### config.mk
export PLATFORM = sky130hd
export DESIGN_NAME = temporal_encoder
export DESIGN_NICKNAME = d
export VERILOG_FILES = /design/src/rtl/temporal_encoder.sv
export SDC_FILE = /design/constraint.sdc
export NUM_CORES = 1
export LEC_CHECK = 0
export CAP_MARGIN = 20
export CORE_MARGIN = 3
export CORE_UTILIZATION = 35
export DETAILED_ROUTE_END_ITERATION = 6
export MAX_ROUTING_LAYER = met4
export PLACE_DENSITY_LB_ADDON = 0.15
export SLEW_MARGIN = 15
export SYNTH_ARGS = -nofsm -noshare
export SYNTH_HDL_FRONTEND = slang
export SYNTH_SLANG_ARGS = --single-unit
### constraint.sdc
create_clock -name aclk -period 2.4 [get_ports aclk]
set_input_delay 0.48 -clock aclk [delete_from_list [all_inputs] [get_ports aclk]]
set_output_delay 0.48 -clock aclk [all_outputs]
set_load 0.05 [all_outputs]
### src/rtl/temporal_encoder.sv
// temporal_encoder: replays binary value vectors as race-logic temporal codes,
// one gamma cycle of GAMMA_CYCLE_WIDTH clocks per vector, double-buffered.
module temporal_encoder #(
  parameter int GAMMA_CYCLE_WIDTH = 16,
  parameter int PULSE_WIDTH       = 8,
  parameter int NUM_INPUTS        = GAMMA_CYCLE_WIDTH,
  parameter int VAL_WIDTH         = $clog2(GAMMA_CYCLE_WIDTH) + 1,
  parameter bit PULSE_MODE        = 1'b0
) (
  input  logic                            aclk,
  input  logic                            grst,
  input  logic [NUM_INPUTS*VAL_WIDTH-1:0] in_values,
  input  logic                            in_valid,
  output logic                            in_ready,
  output logic [NUM_INPUTS-1:0]           y,
  output logic                            gamma_start,
  output logic                            busy
);
  localparam int TW     = $clog2(GAMMA_CYCLE_WIDTH);
  // Extra headroom so v + PULSE_WIDTH can never wrap in the compare.
  localparam int CW     = VAL_WIDTH + 1 + $clog2(PULSE_WIDTH + 1);
  localparam int VW_ALL = NUM_INPUTS * VAL_WIDTH;
  localparam logic [TW-1:0] T_LAST = TW'(GAMMA_CYCLE_WIDTH - 1);
  localparam logic [CW-1:0] G_C    = CW'(GAMMA_CYCLE_WIDTH);
  localparam logic [CW-1:0] PW_C   = CW'(PULSE_WIDTH);

  typedef enum logic {IDLE = 1'b0, RUN = 1'b1} state_t;

  state_t                  state_r, state_nxt;
  logic [TW-1:0]           t_r, t_nxt;
  logic [VW_ALL-1:0]       active_r, active_nxt;
  logic [VW_ALL-1:0]       pending_r, pending_nxt;
  logic                    pv_r, pv_nxt;
  logic [NUM_INPUTS-1:0]   y_r, y_nxt;
  logic                    gs_r, gs_nxt;
  logic                    xfer_s;

  // Line i is high at cycle t per the rising or pulse law; t < G clips pulses.
  function automatic logic [NUM_INPUTS-1:0] encode(input logic [VW_ALL-1:0] vec,
                                                   input logic [TW-1:0] t);
    logic [CW-1:0]         v;
    logic [CW-1:0]         tc;
    logic [NUM_INPUTS-1:0] res;
    res = {NUM_INPUTS{1'b0}};
    tc  = CW'(t);
    for (int i = 0; i < NUM_INPUTS; i++) begin
      v = CW'(vec[i*VAL_WIDTH +: VAL_WIDTH]);
      if (PULSE_MODE) begin
        res[i] = (v < G_C) && (tc >= v) && (tc < v + PW_C);
      end else begin
        res[i] = (v < G_C) && (tc >= v);
      end
    end
    return res;
  endfunction

  assign xfer_s      = in_valid && !pv_r;
  assign in_ready    = !pv_r;
  assign busy        = (state_r == RUN);
  assign y           = y_r;
  assign gamma_start = gs_r;

  // Next-state, buffer handover and next-cycle output computation.
  always_comb begin
    state_nxt   = state_r;
    t_nxt       = t_r;
    active_nxt  = active_r;
    pending_nxt = pending_r;
    pv_nxt      = pv_r;
    case (state_r)
      IDLE: begin
        t_nxt = {TW{1'b0}};
        if (xfer_s) begin
          state_nxt  = RUN;
          active_nxt = in_values;
        end else begin
          state_nxt = IDLE;
        end
      end
      RUN: begin
        if (t_r == T_LAST) begin
          t_nxt = {TW{1'b0}};
          if (pv_r) begin
            active_nxt = pending_r;
            pv_nxt     = 1'b0;
          end else if (xfer_s) begin
            active_nxt = in_values;
          end else begin
            state_nxt = IDLE;
          end
        end else begin
          t_nxt = t_r + TW'(1);
          if (xfer_s) begin
            pending_nxt = in_values;
            pv_nxt      = 1'b1;
          end else begin
            pv_nxt = pv_r;
          end
        end
      end
      default: begin
        state_nxt = IDLE;
        t_nxt     = {TW{1'b0}};
      end
    endcase
    if (state_nxt == RUN) begin
      y_nxt  = encode(active_nxt, t_nxt);
      gs_nxt = (t_nxt == {TW{1'b0}});
    end else begin
      y_nxt  = {NUM_INPUTS{1'b0}};
      gs_nxt = 1'b0;
    end
  end

  // State, buffers and registered outputs with synchronous reset.
  always_ff @(posedge aclk) begin
    if (grst) begin
      state_r   <= IDLE;
      t_r       <= {TW{1'b0}};
      active_r  <= {VW_ALL{1'b0}};
      pending_r <= {VW_ALL{1'b0}};
      pv_r      <= 1'b0;
      y_r       <= {NUM_INPUTS{1'b0}};
      gs_r      <= 1'b0;
    end else begin
      state_r   <= state_nxt;
      t_r       <= t_nxt;
      active_r  <= active_nxt;
      pending_r <= pending_nxt;
      pv_r      <= pv_nxt;
      y_r       <= y_nxt;
      gs_r      <= gs_nxt;
    end
  end

endmodule
; ---- Yosys cells after proc, flatten, opt, wreduce, memory -nomap -nowiden
; Cells that the tools add are included.
[totals]
ff_bits = 183
[op_classes]
n_addsub = 1
order_cmp = 32
eq_ne = 1
mux = 12
n_bitwise = 3
n_reduce_logical = 23
[op_table]
columns = operator, n
row1 = 80-bit 2-to-1 mux, 3
row2 = 80-bit one-hot mux with 2 select lines, 1
row3 = 4-bit by 5-bit >= comparator with 1-bit output, 16
row4 = 5-bit < comparator (second input constant), 16
row5 = 1-bit logical AND, 17
row6 = 4-bit one-hot mux with 2 select lines, 1
row7 = 1-bit 2-to-1 mux, 5
row8 = 4-bit by 1-bit adder with 4-bit output (second input constant), 1
row9 = 4-bit == test (second input constant), 1
row10 = 4-bit logical NOT, 1
row11 = 4-bit 2-to-1 mux, 1
row12 = 1-bit inverter, 3
row13 = 3-bit AND reduction, 1
row14 = 1-bit one-hot mux with 2 select lines, 1
row15 = 2-bit AND reduction, 1
row16 = 2-bit nonzero test, 1
row17 = 2-bit OR reduction, 1
row18 = 1-bit logical NOT, 1

; ---- Logic depth before layout (Yosys ltp)
; Gate-level depths: netlist (run 1).
[depth]
ltp_word = 8
ltp_mapped = 11
depth_no_buf = 9

; ---- Least setup slack after synthesis (run 1)
; Ideal clock, no wire load.
[synth_timing]
path_type = reg-to-reg
startpoint = reg state_r (netlist: busy)
endpoint = reg y_r[4] (netlist: y[4])
setup_ps = 128
arrival_time_ps = 2484
required_ps = 2272
setup_slack_ps = -212
path_stages_with_launch = 9
path_cell_list = dfxtp_1 > buf_2 > inv_2 > or3_1 > ha_1 > nand2b_1 > a211o_1 > a21oi_1 > nor3_1
[synth_via]
elab_chain_len = 4
elab_cells_between_ends = 9
classes_between = order compare (2) / mux (3) / bitwise (2) / reduce/logical (2)
[synth_lines]
columns = element, line
row1 = "start, declared", 29  ; state_t state_r, state_nxt;
row2 = "start signal, assigned", 126  ; state_r <= state_nxt;
row3 = 1-bit inverter, --
row4 = "80-bit one-hot mux with 2 select lines, or another cell as far along", 70  ; case (state_r)
row5 = "5-bit < comparator, or another cell as far along", 51  ; res[i] = (v < G_C) && (tc >= v);
row6 = 1-bit logical AND or 2-bit OR reduction (tied branches), --
row7 = "end signal, assigned", 123  ; y_r <= {NUM_INPUTS{1'b0}};
row8 = "end signal, assigned", 131  ; y_r <= y_nxt;
row9 = "end, declared", 34  ; logic [NUM_INPUTS-1:0] y_r, y_nxt;
; Parallel ways exist; a longest one is shown, timed or not.
; A chain may end at the register's enable or synchronous reset.

; ---- Worst setup path after layout (run 1)
[layout_timing]
startpoint = reg t_r[0]
endpoint = reg y_r[12] (netlist: y[12])
[layout_via]
elab_chain_len = 5
elab_cells_between_ends = 13
classes_between = add/sub (1) / order compare (2) / eq/ne (1) / mux (6) / bitwise (1) / reduce/logical (2)
[layout_lines]
columns = element, line
row1 = "start, declared", 30  ; logic [TW-1:0] t_r, t_nxt;
row2 = "start signal, assigned", 119  ; t_r <= {TW{1'b0}};
row3 = "start signal, assigned", 127  ; t_r <= t_nxt;
row4 = 4-bit by 1-bit adder with 4-bit output or 4-bit == test (tied branches), "92, 81"
row5 = "4-bit 2-to-1 mux, or another cell as far along", 81  ; if (t_r == T_LAST) begin
row6 = "4-bit one-hot mux with 2 select lines, or another cell as far along", 70
row7 = "4-bit by 5-bit >= comparator with 1-bit output, or another cell as far along", 51
row8 = 1-bit logical AND or 2-bit OR reduction (tied branches), --
; Parallel ways exist; a longest one is shown, timed or not.

==> run metrics, run 1 <==
RSZ-0062 raised after global routing=yes; Syn Std Cell Area=9280 µm²; CP required=2.73 ns; Leak=4.85 nW; worst path cell trace=ha_4 > nand3_4 > o21ai_4 > buf_12 > buf_4 > buf_4 > a32o_1 > ha_1 > a211o_1 > a21oi_2 > nor3_2; vias in the first global route=8535; Initial Util=36.2%; Multi-input gate area=5410 µm²; Num CTS Buffers=17; CP max stage cell=dfxtp_2; Worst-Margin Slew=0.507 ns; startpoint class of the critical path=flip-flop; Power per Cell Area=636 nW/µm²; clock sink count=183; Period Utilization, post-route=100%; number of synthesized flops with an enable pin=0; initial DRC count=598; Cells after DPL=1590; first-pass GRT wire length=47200 µm; crit path kind=reg -> reg; fin area=12500 µm²; I/O Buffers=101; final antenna diode count=0; final setup fails=1; Unique masters post-synth=33; Core ar.=25600 µm²; Vias/cell=5.38; GRT Resource Usage Total=21.4%; CP Max Fanout=6; clock skew=0.0143 ns; Placer Congestion=0.848; crit-path max cell delay=0.36 ns; Worst R2R Start=t_r[0]; dominant cell type by area after synthesis=dfxtp_1; CTS Buffer Depth=2; routed length per instance=18.6 µm; register area share after synthesis=39.5%; crit path DAT=2.74 ns; Non-Filler Instances=1639; die width=169 µm; post-layout min period=2.41 ns; Final Slew Violations=0; Hold Buf Count CTS=0; worst setup margin=-0.00728 ns; area delta synth->final=34.8%; Root Buffer=clkbuf_16; Finished Core Util=48.9%; initial antenna violation count=0; detailed-route DRC error count=0; Slew HR=66.1%; Yosys reg bits=183; Most common cell on crit path=buf_4; largest net degree at the start of global routing=84; via count=8814; failing checks=negative setup slack; worst vdd ir=0.421 mV; syn nets=1291; antenna viol nets, final=0; Critical Path End Type=flip-flop; share of layout cells above drive strength 1=18.4%; status=complete, but fails checks; synth top area cells=dfxtp_1 (39%), nand2_1 (13%), ha_1 (8.8%); Clock H-tree levels=4; CP startpoint=t_r[0]; latest clock arrival within the worst-skew pair=0.44 ns; clock transition at the registers of the reported paths=0.08 ns; endpoints failing hold=0; worst hold path type=in -> reg; Die Y=169 µm; YS warnings=0; hold wc startpoint=grst; gr ovfl total=0; Fillers=2509; io pins=102; Synth Instances=1143; Mean Syn Cell Area=8.12 µm²; row count=58; top-area cell type share of the netlist area=39.5%; Reg area=3670 µm²; FMAX=415 MHz; CTS tree=built; final WL=30600 µm; DRT Pass-1 Iters=5; ys async rst share=0%; total of max-cap violations=0; main flop type after synthesis=dfxtp_1; die area=28500 µm²; Final nets=1444; DP Wirelength=20200 µm; Post-DP Area=11400 µm²
power breakdown:
group	internal (mW)	switching (mW)	total [mW]
sequential	3.24	0.113	3.36
clock	1.36	1.33	2.69
combinational	0.950	0.958	1.91
cell type report:
class	count	area share, %
Clock buffer	18	3.43
Clock inverter	14	0.920
Inverter	6	0.180
Multi-Input combinational cell	859	43.2
Sequential cell	183	29.3
Tap cell	330	3.30
Timing Repair Buffer	229	19.6
Yosys cell counts, types with 5 or more instances:
cell type    n
o22ai_1     64
o21a_1      16
ha_1        65
inv_1        5
nor2b_1     33
dfxtp_1    183
nand2b_1    33
buf_2       39
clkbuf_1    44
nand2_1    322
a32o_1      48
nor3_1      16
a32oi_1     32
buf_6       10
a21oi_1    113
nor2_1      53
o211ai_1    16
a211o_1     16
mux2_2      16
cells by family (layout without fill, tap and decap cells):
kind of cell,after synthesis,after routing,share of synthesized area [%]
muxes,16,16,1.94
adders and majority gates,65,65,8.76
AOI/OAI and AO/OA,311,311,23.1
DFF,183,183,39.5
and+or+nand+nor,466,466,21.2
buffers and inverters,101,267,5.42
xor gates and xnor gates,1,1,0.0944
through the flow:
step | power (mW) | hold slack, ns | TNS (ns) | setup slack (ns)
floorplan | 4.47 | 0.431 | 0 | 0.0383
global placement | 5.14 | 0.438 | -8.78 | -0.611
detailed placement | 5.17 | 0.442 | -9.71 | -0.656
CTS | 7.89 | 0.427 | -0.00377 | -0.00377
global route | 8.37 | 0.439 | -0.628 | -0.0612
finish | 7.96 | 0.442 | -0.00728 | -0.00728
registers in the layout, indices dropped and copies added, names as in the netlist:
register,cells
active_r,80
busy,1
gamma_start,1
pending_r,80
pv_r,1
t_r,4
y,16
per-layer routing:
layer | GRT usage, % | share of wire, %
met4 | 4.94 | 1.7
met5 | - | 0
met3 | 3.48 | 3.6
met2 | 35.3 | 49
met1 | 27.7 | 46
worst max-delay path, delay by kind of cell (launching register included):
family	cells	cell delay, ns
simple gates	2	0.16
buf+inv	3	0.42
fa+ha+maj	2	0.41
flops	1	0.36
compound gates	4	0.96
repair_timing:
action                     CTS  global route
setup endpoints to repair   16            16
setup buffers                1            10
gates resized for setup     19            55
cloned                       0             6
pin swaps                    4            26
path summary, 6_finish.rpt:
path / end / slack [ns] / depth (start not counted)
setup / recovery: y[12] / -0.007 / 11
hold / removal: active_r[41] / 0.44 / 2
setup reg to reg: y[12] / -0.007 / 11
hold reg to reg: pending_r[49] / 0.45 / 2
layout by cell type (no fill, tap or decap), drive strengths merged, types with 4 or more instances in the layout:
cell,Yosys,final
buf,51,126
dfxtp,183,183
nand2b,33,33
nor2,53,53
nand2,322,322
clkdlybuf4s50,0,97
a32oi,32,32
a21oi,113,113
o211ai,16,16
nor2b,33,33
a32o,48,48
clkbuf,44,23
o22ai,64,64
mux2,16,16
a211o,16,16
clkinv,0,4
ha,65,65
inv,6,14
o21a,16,16
nor3,17,17
Power figures use the tool's default switching activity.
==> run 2: changes to the inputs <==
Settings changed: SLEW_MARGIN 15 to 20.
==> results of run 2 <==
No change in the layout: final DEF, timing and power equal those of run 1.
==> run 3: changes to the inputs <==
Settings changed: ABC_AREA from default to 0, CTS_CLUSTER_SIZE from default to 25.
==> results of run 3 <==
No change in the layout: final DEF, timing and power equal those of run 1.
==> variant, RTL diff (flow settings as in run 1) <==
The parameter `GAMMA_CYCLE_WIDTH` goes from 16 to 32.
--- a/src/rtl/temporal_encoder.sv
+++ b/src/rtl/temporal_encoder.sv
@@ -3,3 +3,3 @@
 module temporal_encoder #(
-  parameter int GAMMA_CYCLE_WIDTH = 16,
+  parameter int GAMMA_CYCLE_WIDTH = 32,
   parameter int PULSE_WIDTH       = 8,
Interface: changed (resized in_values and y); port bits go from 102 to 230. No check against the original RTL was run, so the function may have changed too.
==> variant against run 1 <==
Clock skew increased by 0.0083 ns; sequential power increased by 140%; global-route usage increased by 2.7 points; setup slack got worse by 0.37 ns; largest cell class unchanged; power increased to 2.9 times the old value; routed wire length increased to 3.2 times the old value; critical path type unchanged; the run still ends with setup timing left; maximum frequency decreased by 13%; design area increased to 2.8 times the old value; highest routed layer unchanged; die area increased to 2.8 times the old value; sequential cell count increased by 241; area after synthesis increased to 2.9 times the old value.
==> variant: results (changes against run 1) <==
Clock Skew 0.0226 ns (+0.00826 ns); status finished with violations; most frequent cells after synthesis dfxtp_1, nand2_1, nor2_1; final setup violation count 32 (+31); register area share after synthesis 31.9% (-7.6 points); Tot GR Track Use 24.2% (+2.7 points); # H-tree levels 2 (-2); Placement Cell Area 32000 um2 (+180%); mux cell area share after synthesis 9.59% (+7.6 points); latest clock arrival within the worst-skew pair 0.62 ns (+0.18 ns); leakage power 13.8 nW (+180%); vias in the first global route 25596 (+200%); clk buf depth 3 (+1); Critical Path AT 3.27 ns (+0.53 ns); nets@finish 3750 (+160%); Place WS -0.431 ns (+0.225 ns); met1 usage 30.2% (+2.5 points); met3 Use GR 3.99% (+0.51 points); global-route wire length before repair 148000 um (+210%); failing checks setup timing; syn_nets 3494 (+170%); Compound-Gate Fraction of Synth Area 23.2% (+0.11 points); clock-net power 0.00853 W (+220%); Worst Slack Setup Final -0.379 ns (-0.372 ns); Layout area overhead 32.9%; GRT met2 Usage 39.9% (+4.6 points); Internal 0.0158 W (+180%); Inst Count DP 4291 (+170%); Synth cell types 45 (+36%); CTS resizes 27 (+8); largest net degree at the start of global routing 109 (+30%); PortBufs 229 (+130%); initial antenna violation count 17 (+17); Peak VDD IR 0.469 mV (+11%); DP HPWL 62600 um (+210%); top area cells in the synthesized netlist dfxtp_1, ha_1, mux2_2; XOR/XNOR Fraction of Synth Area 0.0657% (-0.029 points); DRT iter0 DRCs 1709 (+190%); Total Power 0.0229 W (+190%); synthesized area per cell 8.41 um2 (+3.5%)
==> variant: final cells by class <==
type | instances | share of cell area (%)
antenna | 12 | 0.0848
clock buffer | 87 | 4.74
clock inverter | 16 | 0.505
inverter | 4 | 0.0742
multi-input combinational | 2438 | 51.1
sequential | 424 | 24.0
tap | 969 | 3.42
timing repair buffer | 501 | 16.1
==> variant: routing by layer <==
metal	wire length, um	vias up	part of all wire, %
li1	-	12103	-
met1	43500	12492	44
met2	47400	644	48
met3	5270	152	5.4
met4	2300	0	2.3
met5	0	-	0
==> variant: cell families after synthesis <==
family,after synthesis
buffers and inverters,306
and+or+nand+nor,1187
xor gates and xnor gates,2
DFF,424
adders and majority gates,131
AOI/OAI and AO/OA,894
muxes,224
==> variant: worst paths after layout <==
check | end | slack [ns] | depth (start not counted) | start
max reg2reg | y[17] | -0.38 | 13 | t_r[1]
min reg2reg | pending_r[13] | 0.45 | 2 | pending_r[13]
min | busy | 0.35 | 3 | grst
max | y[17] | -0.38 | 13 | t_r[1]
